<file path="src/rtl/and3_exerciser.sv">
// Walks {A,B,C} through 000..111 into a 3-input AND gate, holding each vector SETTLE_CYCLES+1 cycles and checking Y on the last.
// A run takes 8*(SETTLE_CYCLES+1) busy cycles plus one DONE cycle; START is only accepted in IDLE.
module and3_exerciser #(
  parameter int SETTLE_CYCLES = 2,
  parameter int ERR_W         = 4
) (
  input  logic             CLK,
  input  logic             RST,
  input  logic             START,
  input  logic             Y,
  output logic             A,
  output logic             B,
  output logic             C,
  output logic             BUSY,
  output logic             DONE,
  output logic             PASS,
  output logic [ERR_W-1:0] ERR_CNT,
  output logic             FAIL_VLD,
  output logic [2:0]       FAIL_VEC
);

  typedef enum logic [1:0] {IDLE, SETTLE, CHECK, FIN} state_t;

  localparam logic [3:0] CNT_LAST = 4'(SETTLE_CYCLES - 1);

  state_t     state;
  state_t     state_nxt;
  logic [2:0] vec;
  logic [3:0] cnt;
  logic       mismatch;

  always_ff @(posedge CLK or posedge RST) begin
    if (RST) state <= IDLE;
    else     state <= state_nxt;
  end

  // Gate inputs and status are decoded from state so an async reset clears them immediately.
  always_comb begin
    state_nxt = state;
    A         = 1'b0;
    B         = 1'b0;
    C         = 1'b0;
    BUSY      = 1'b0;
    DONE      = 1'b0;
    unique case (state)
      IDLE: begin
        if (START) state_nxt = SETTLE;
      end
      SETTLE: begin
        {A, B, C} = vec;
        BUSY      = 1'b1;
        if (cnt == CNT_LAST) state_nxt = CHECK;
      end
      CHECK: begin
        {A, B, C} = vec;
        BUSY      = 1'b1;
        state_nxt = (vec == 3'd7) ? FIN : SETTLE;
      end
      FIN: begin
        DONE      = 1'b1;
        state_nxt = IDLE;
      end
      default: state_nxt = IDLE;
    endcase
  end

  assign mismatch = (Y != (&vec));

  always_ff @(posedge CLK or posedge RST) begin
    if (RST) begin
      vec      <= 3'd0;
      cnt      <= 4'd0;
      PASS     <= 1'b0;
      ERR_CNT  <= '0;
      FAIL_VLD <= 1'b0;
      FAIL_VEC <= 3'd0;
    end else begin
      unique case (state)
        IDLE: begin
          if (START) begin
            vec      <= 3'd0;
            cnt      <= 4'd0;
            PASS     <= 1'b0;
            ERR_CNT  <= '0;
            FAIL_VLD <= 1'b0;
            FAIL_VEC <= 3'd0;
          end
        end
        SETTLE: cnt <= cnt + 4'd1;
        CHECK: begin
          if (mismatch) begin
            if (ERR_CNT != '1) ERR_CNT <= ERR_CNT + ERR_W'(1);
            if (!FAIL_VLD) begin
              FAIL_VLD <= 1'b1;
              FAIL_VEC <= vec;
            end
          end
          // FAIL_VLD still reflects only earlier vectors here, so fold in the current compare.
          if (vec == 3'd7) begin
            PASS <= !FAIL_VLD && !mismatch;
          end else begin
            vec <= vec + 3'd1;
            cnt <= 4'd0;
          end
        end
        default: ;
      endcase
    end
  end

endmodule
</file>
<file path="config.mk">
export PLATFORM = sky130hd
export DESIGN_NAME = and3_exerciser
export DESIGN_NICKNAME = d
export VERILOG_FILES = /design/src/rtl/and3_exerciser.sv
export SDC_FILE = /design/constraint.sdc
export NUM_CORES = 1
export LEC_CHECK = 0
export CORE_MARGIN = 2
export CORE_UTILIZATION = 30
export CTS_CLUSTER_DIAMETER = 150
export DETAILED_ROUTE_END_ITERATION = 8
export PLACE_DENSITY_LB_ADDON = 0.1
export SLEW_MARGIN = 10
export SYNTH_ARGS = -nofsm -noshare
export SYNTH_HDL_FRONTEND = slang
export SYNTH_SLANG_ARGS = --single-unit
</file>
<file path="constraint.sdc">
create_clock -name CLK -period 3.1 [get_ports CLK]
set_input_delay 0.62 -clock CLK [delete_from_list [all_inputs] [get_ports CLK]]
set_output_delay 0.62 -clock CLK [all_outputs]
set_load 0.01 [all_outputs]
</file>
==> results by group <==
Drt
  – DRC: 0
  – Pre-antenna DRT Iters: 4
  – DR vias: 792
  – DRT Wirelength: 2130 µm
  – Routed WL per cell: 12.8 µm
  – DRT iter0 DRCs: 26
  – DRT antenna net count: 0
  – Vias per Instance: 4.74

STA
  – RSZ-0062 raised after global routing: false
  – Setup violations, final: 0
  – Setup tns final: 0 ns
  – Final min period: 2.46 ns
  – Rel. slew slack: 0.535
  – Final Hold Viols: 0
  – Fmax: 0.406 GHz
  – Final Max Tran Viols: 0
  – Slew @ Worst Pin: 0.696 ns
  – Share of the clock period used by the worst path: 0.795
  – Clk_skew: 0.000400 ns

Place
  – Gp weighted congestion: 0.793
  – Detail Placement HPWL: 1600 µm
  – IO Port Bufs: 17
  – Dpl cell area: 0.00127 mm²

Worst setup path
  – Crit-path max FO: 5
  – CP Launch Type: register
  – Crit Path Class: reg2out
  – R2R Path Start: vec[0]
  – Worst Path Arrival: 1.84 ns
  – CP startpoint: state[1]
  – CP Capture Type: output pin
  – Req. time, crit path: 2.48 ns

Finish
  – Fill cells: 353
  – Final instance area: 0.00130 mm²
  – Nets: 138
  – Area Overhead vs Synth: 23.9%
  – Inserted Diodes: 0
  – Layout cells sized above 1: 0.0992

Synth
  – Async SR Flop Fraction: 1.00
  – Gate Count Post-Synth: 101
  – Post-synth top flop: dfrtp_1
  – Synth Area per Inst: 10.4 µm²
  – Cell Area, Synth: 0.00105 mm²
  – Ys Warns: 0
  – #FFs+latches synth: 18
  – Area share of the largest cell type after synthesis: 0.430
  – Register area share after synthesis: 0.430
  – Count leader, synth: dfrtp_1
  – EDFF count, synth: 0
  – Top cells by area, synth: dfrtp_1 (43%), ha_1 (13%), a22o_1 (6.7%)
  – Net Count, Synth: 116
  – Area leader, netlist: dfrtp_1
  – Synth cell count leaders: dfrtp_1 (18), ha_1 (11), nand2_1 (9)
  – Synth unique cells: 34

Die
  – IO Pins: 18
  – Core Region: 0.00334 mm²
  – Chip Width: 63.1 µm
  – Rows: 21
  – Initial Utilization: 0.314
  – Die area: 0.00398 mm²
  – Die H: 63.1 µm

Clock network
  – Worst-Skew Late Latency: 0.29 ns
  – Clock Pin Slew Worst Setup and Hold Paths: 0.10 ns
  – Post-CTS Setup Inserts: 0
  – Hold buffers post-CTS: 0
  – Num CTS Buffers: 3
  – Post_cts resized: 0
  – CTS H-tree lvls: 1
  – Max clock buf depth: 2
  – Clock Sinks: 18
  – CTS tree: done
  – CTS root buf: clkbuf_4

Pwr
  – Power Density: 865 mW/mm²
  – Leakage: 0.568 nW
  – Peak VDD IR: 0.000273 V
  – Pwr Total: 1.12 mW

Hold path
  – Worst Hold Class: reg2reg
  – Hold Startpoint: cnt[3]

Global routing
  – Antenna violations before repair: 0
  – Global-route wire length before repair: 3820 µm
  – Tot GR Track Use: 0.122
  – Number of global-route vias before repair: 811
  – Largest net degree at the start of global routing: 19
  – GRT overflow: 0

Status
  – Status: complete, no violations

Flow run
  – Max_cap viols: 0
## cell type report
type	count	area (µm²)	area share
inverter	5	18.8	0.0145
tap	46	57.6	0.0444
sequential	18	450	0.347
timing repair buffer	19	185	0.143
clock buffer	3	22.5	0.0174
multi-input combinational	76	563	0.434
## cell usage in the layout (no fill, tap or decap), drive strengths merged, types with 2 or more instances in the layout
master,synthesis,routed
mux2,2,2
o31ai,2,2
a31oi,2,2
and2,4,4
a21oi,6,6
inv,5,5
nand3,2,2
nor2,4,4
buf,1,2
dfrtp,18,18
nor2b,2,2
nand2b,2,2
a22o,8,8
clkbuf,1,3
nand2,10,10
or3b,2,2
clkdlybuf4s50,0,17
ha,11,11
o21ai,10,10
## final timing paths
| kind | endpoint | slack (ns) | cells past startpoint |
|---|---|---|---|
| max in group asynchronous | ERR_CNT[3] | 1.93 | 2 |
| worst min-delay path | cnt[3] | 0.52 | 1 |
| worst max-delay path | B | 0.64 | 4 |
| min in group asynchronous | FAIL_VEC[2] | 0.73 | 2 |
| worst max register to register | FAIL_VEC[1] | 1.09 | 5 |
| worst min register to register | cnt[3] | 0.52 | 1 |
## per-layer routing
layer  routed length [µm]  share of wire  up-vias  GRT usage
li1                     -              -      406          -
met1                 1120           0.53      370      0.172
met2                  916           0.43       12      0.182
met3                   60          0.028        4     0.0232
met4                   33          0.015        0     0.0500
met5                    0              0        -          0
## registers in the layout, summed over array words and instances, names as in the netlist
signal,flops
ERR_CNT,4
FAIL_VEC,3
FAIL_VLD,1
PASS,1
cnt,4
state,2
vec,3
## cell families (layout without fill, tap and decap cells)
logic type,Yosys count,count (layout),synth area share
and+or+nand+nor,30,30,0.164
buffers and inverters,7,27,0.0323
xor gates and xnor gates,1,1,0.00836
muxes,3,3,0.0311
adders and majority gates,11,11,0.131
AOI/OAI and AO/OA,31,31,0.203
DFF,18,18,0.430
## worst max-delay path, cell delays in order, from the launching register on
cell and delay, ns:
dfrtp_1 0.42, inv_1 0.10, ha_1 0.36, and2_1 0.15, clkdlybuf4s50_1 0.53
## report_power, final
group / switching (mW) / total [mW] / internal, mW / leakage (nW)
Combinational: 0.304 / 0.621 / 0.317 / 0.314
Clock: 0.0697 / 0.115 / 0.0452 / 0.0138
Sequential: 0.0809 / 0.387 / 0.306 / 0.241
Total: 0.454 / 1.12 / 0.668 / 0.568
## through the flow
step | setup slack [ns] | std cells | util | hold WS (ns)
finish | 0.635 | 167 | 0.389 | 0.516
floorplan | 1.30 | 101 | - | 0.457
global placement | 0.939 | 164 | 0.382 | 0.484
CTS | 0.605 | 167 | 0.389 | 0.515
global route | 0.529 | 167 | 0.389 | 0.536
detailed placement | 0.921 | 164 | 0.382 | 0.494
Power figures use the tool's default switching activity.
==> RTL change 1, RTL diff (same settings) <==
The 4 states of `state_t` get a one-hot encoding in 4 bits.
--- a/src/rtl/and3_exerciser.sv
+++ b/src/rtl/and3_exerciser.sv
@@ -21,3 +21,3 @@
 
-  typedef enum logic [1:0] {IDLE, SETTLE, CHECK, FIN} state_t;
+  typedef enum logic [3:0] {IDLE = 4'b0001, SETTLE = 4'b0010, CHECK = 4'b0100, FIN = 4'b1000} state_t;
 
Check against the original RTL: no difference found for any inputs over 10 cycles, from zero or initial values and one cycle with RST high; not proved beyond that.
==> RTL change 1 against the original RTL <==
  * Area after synthesis up 10%
  * Clock power up 52%
  * Setup slack worse by 0.13 ns
  * Critical path depth unchanged
  * Sequential cell count up 2
  * Sequential share of layout area up 1.5 points
  * Die area up 9.4%
  * Count of clock-buffer cells in the layout up 1
  * Critical path type unchanged
  * Power down 14%
  * Register-to-register slack better by 0.17 ns
  * Wire length up 13%
  * Cell area up 6.7%
==> RTL change 1: results (changes against the original RTL) <==
{| class="wikitable"
! Metric !! Value
|-
| Outcome || finished, final reports clean
|-
| GPL Wtd Cong || 0.736 (-7.3%)
|-
| Slew HR || 46.4% (-7.2 points)
|-
| Setup slack, reg-to-reg || 1.26 ns (+0.17 ns)
|-
| Worst hold slack || 0.496 ns (-0.0200 ns)
|-
| Vias per Instance || 5.25 (+11%)
|-
| Largest stage delay on the critical path || 0.63 ns (+0.10 ns)
|-
| Leak || 0.594 nW (+4.6%)
|-
| Share of layout cells above drive strength 1 || 13.0% (+3.1 points)
|-
| Clock network power || 175 µW (+52%)
|-
| Final net count || 133 (-3.6%)
|-
| Met3 Resource Use GR || 2.73% (+0.40 points)
|-
| Largest delay contributor family on the critical path || flip-flops
|-
| Fillers || 381 (+7.9%)
|-
| Met2 capacity usage during global routing || 18.1% (-0.16 points)
|-
| Sequential area share after synthesis || 43.5% (+0.53 points)
|-
| Arrival time reported for the critical path endpoint || 1.97 ns (+0.13 ns)
|-
| Clock skew after layout || 0.00351 ns (+0.00311 ns)
|-
| Commonest cells post-synth || dfrtp_1 (19), and2_1 (6), nor2_1 (6)
|-
| Clock network latency to the later pin of the worst-skew pair || 0.25 ns (-0.04 ns)
|-
| Wire length of the first global-routing pass || 4310 µm (+13%)
|-
| Half-perimeter wire length after detailed placement || 1730 µm (+8.1%)
|-
| Number of distinct library cell variants in the gate-level netlist after synthesis || 38 (+12%)
|-
| Worst r2r path cells || 6 (+1)
|-
| Power share of the clock group || 18.1% (+7.9 points)
|-
| Sw Pwr || 375 µW (-18%)
|-
| Pre-CTS worst setup slack || 0.770 ns (-0.151 ns)
|-
| Leading post-synthesis cells by cell area || dfrtp_1 (41%), ha_1 (5.4%), a22o_1 (3.8%)
|}
==> RTL change 1: cell count changes in the layout (fill, tap and decap cells not counted), sizes merged, moves of 3 or more <==
cell	delta
nand2	-7
a22o	-3
ha	-6
nor2	+3
a32o	+3
nor3	+3
nor4b	+3
==> RTL change 1: per-stage QoR <==
step	cells	area [µm²]
floorplan	107	1150
global placement	167	1340
detailed placement	167	1340
CTS	171	1380
global route	171	1380
finish	171	1380
==> RTL change 1: area by class of cell <==
type,count,share of cell area (%)
Timing Repair Buffer,17,12.3
Clock buffer,4,3.25
Multi-Input combinational cell,78,42.8
Tap cell,48,4.34
Sequential cell,20,36.3
Inverter,4,1.08
==> RTL change 1: how the worst max path moves through the flow <==
stage	start	slack, ns	to	cells past startpoint
global placement	state[2]	0.87	C	4
floorplan	state[2]	1.29	A	4
finish	state[2]	0.51	B	4
global route	state[2]	0.30	C	4
detailed placement	state[2]	0.77	B	4
CTS	state[2]	0.47	B	4
==> RTL change 1: logic make-up after synthesis <==
group                    Yosys count  share of synthesized area [%]
XOR/XNOR                           2                           1.52
AO/OA/AOI/OAI                     32                           19.2
AND/OR/NAND/NOR                   38                           24.2
multiplexers                       1                          0.977
flip-flops                        20                           43.5
buffers and inverters              9                           5.10
adder cells (fa/ha/maj)            5                           5.43
==> RTL change 1: worst register-to-register path, stage by stage, from the launching register on <==
cell and delay, ns:
dfrtp_1 0.42, ha_1 0.21, ha_1 0.28, xor2_1 0.29, a32o_2 0.25, o21ai_2 0.10, a22o_1 0.19
==> RTL change 1: layer usage <==
metal | vias to the layer above | part of all wire [%]
met5 | - | 0
met4 | 0 | 1.1
met2 | 19 | 42
met1 | 435 | 53
met3 | 4 | 3.6
li1 | 439 | -
==> RTL change 2, RTL diff (same flow settings) <==
Without the edit above. The parameter `ERR_W` goes from 4 to 6.
--- a/src/rtl/and3_exerciser.sv
+++ b/src/rtl/and3_exerciser.sv
@@ -4,3 +4,3 @@
   parameter int SETTLE_CYCLES = 2,
-  parameter int ERR_W         = 4
+  parameter int ERR_W         = 6
 ) (
Ports: changed (resized ERR_CNT); port bits go from 18 to 20. No check against the original RTL was run, so the function may have changed too.
==> RTL change 2 against the original RTL <==
  * Sequential cell count is 2 higher
  * Critical path depth unchanged
  * Area after synthesis rose by 24%
  * Cell area is 23% higher
  * Setup slack improved by 0.077 ns
  * Wire length increased by 34%
  * Power grew 12%
  * Maximum frequency up 3.2%
  * Utilization rose by 0.13 points
==> RTL change 2: results (changes against the original RTL) <==
{| class="wikitable"
! Metric !! Value
|-
| Outcome || finished, final reports clean
|-
| GRT Total Usage || 12.1% (-0.061 points)
|-
| Level count of the clock H-tree || 1 (unchanged)
|-
| Worst flop-to-flop path startpoint || state[0]
|-
| Total met3 wirelength after detailed routing || 114 µm (+90%)
|-
| Worst hold slack || 0.505 ns (-0.0111 ns)
|-
| Met1 layer wirelength in the final routing || 1360 µm (+21%)
|-
| Capture point of the worst path || C
|-
| Leak || 0.676 nW (+19%)
|-
| Clock network latency to the later pin of the worst-skew pair || 0.26 ns (-0.03 ns)
|-
| Vias in the first global route || 1051 (+30%)
|-
| Share of layout cells above drive strength 1 || 9.21% (-0.71 points)
|-
| Arrival time reported for the critical path endpoint || 1.77 ns (-0.07 ns)
|-
| Transition at the pin with the smallest max-transition slack || 0.779 ns (+0.0833 ns)
|-
| Commonest cells post-synth || dfrtp_1 (20), inv_1 (13), ha_1 (11)
|-
| Number of clock-tree buffers in the layout || 4 (+1)
|-
| GPL Wtd Cong || 0.788 (-0.66%)
|-
| Finished Layout Cells || 202 (+21%)
|-
| Clock skew after layout || 0.00299 ns (+0.00259 ns)
|-
| Clock sink count || 20 (+2)
|-
| Pin count of the biggest net entering global routing || 21 (+2)
|-
| Number of distinct library cell variants in the gate-level netlist after synthesis || 40 (+18%)
|-
| Multi-input logic area || 729 µm² (+30%)
|-
| Half-perimeter wire length after detailed placement || 2130 µm (+33%)
|-
| Post-detailed-placement cell area || 1540 µm² (+21%)
|-
| Largest registers || ERR_CNT x6, cnt x4
|-
| Row count || 23 (+9.5%)
|-
| Final net count || 168 (+22%)
|-
| Worst hold path endpoint || cnt[3]
|-
| Reg2reg end || ERR_CNT[3]
|-
| Clock-pin transition on the worst setup and hold timing paths || 0.07 ns (-0.03 ns)
|-
| Sequential area share after synthesis || 38.4% (-4.6 points)
|-
| Number of non-clock buffers || 20 (+1)
|-
| Avg Inst Size Synth || 9.87 µm² (-4.8%)
|-
| Peak supply drop || 0.000314 V (+15%)
|-
| Setup slack, reg-to-reg || 0.79 ns (-0.30 ns)
|-
| Fin util || 39.0% (+0.13 points)
|-
| Leading post-synthesis cells by cell area || dfrtp_1 (38%), ha_1 (11%), o211ai_1 (4.0%)
|-
| Non-clock inverters || 13 (+8)
|-
| Wire length of the first global-routing pass || 4790 µm (+26%)
|-
| Vias per Instance || 5.36 (+13%)
|-
| Multi-input combinational gate total || 95 (+25%)
|-
| Fillers || 401 (+14%)
|-
| Data-path buffer share of cell area in the final layout || 12.4% (-1.9 points)
|-
| Post-Syn Nets || 147 (+27%)
|-
| Root buf cell || clkbuf_8
|-
| Critical Path Fanout Max || 4 (-1)
|-
| Per-cell routed wire length || 14.2 µm (+11%)
|}
## RTL change 2: changes by cell type after synthesis, moves of 3 or more
| cell | change |
|---|---|
| o21ai_1 | -4 |
| a22o_1 | -8 |
| nand4_1 | +3 |
| o211ai_1 | +6 |
| inv_1 | +8 |
| nand3_1 | +4 |
| nor2b_1 | +3 |
## RTL change 2: per-layer routing
metal | GRT usage, % | vias to the layer above
met5 | 0 | -
met2 | 19.5 | 21
li1 | - | 522
met1 | 16.0 | 537
met3 | 3.61 | 2
met4 | 2.99 | 0
## RTL change 2: logic make-up after synthesis
group / share of synthesized area (%)
flops: 38.4
xor+xnor: 1.92
buf+inv: 5.57
fa+ha+maj: 10.6
mux: 5.38
simple gates: 17.8
compound gates: 20.4
## RTL change 2: power by group
part | total (mW) | internal (mW) | switching (mW)
combinational | 0.653 | 0.295 | 0.357
clock | 0.199 | 0.113 | 0.0857
sequential | 0.400 | 0.324 | 0.0759
total | 1.25 | 0.732 | 0.519
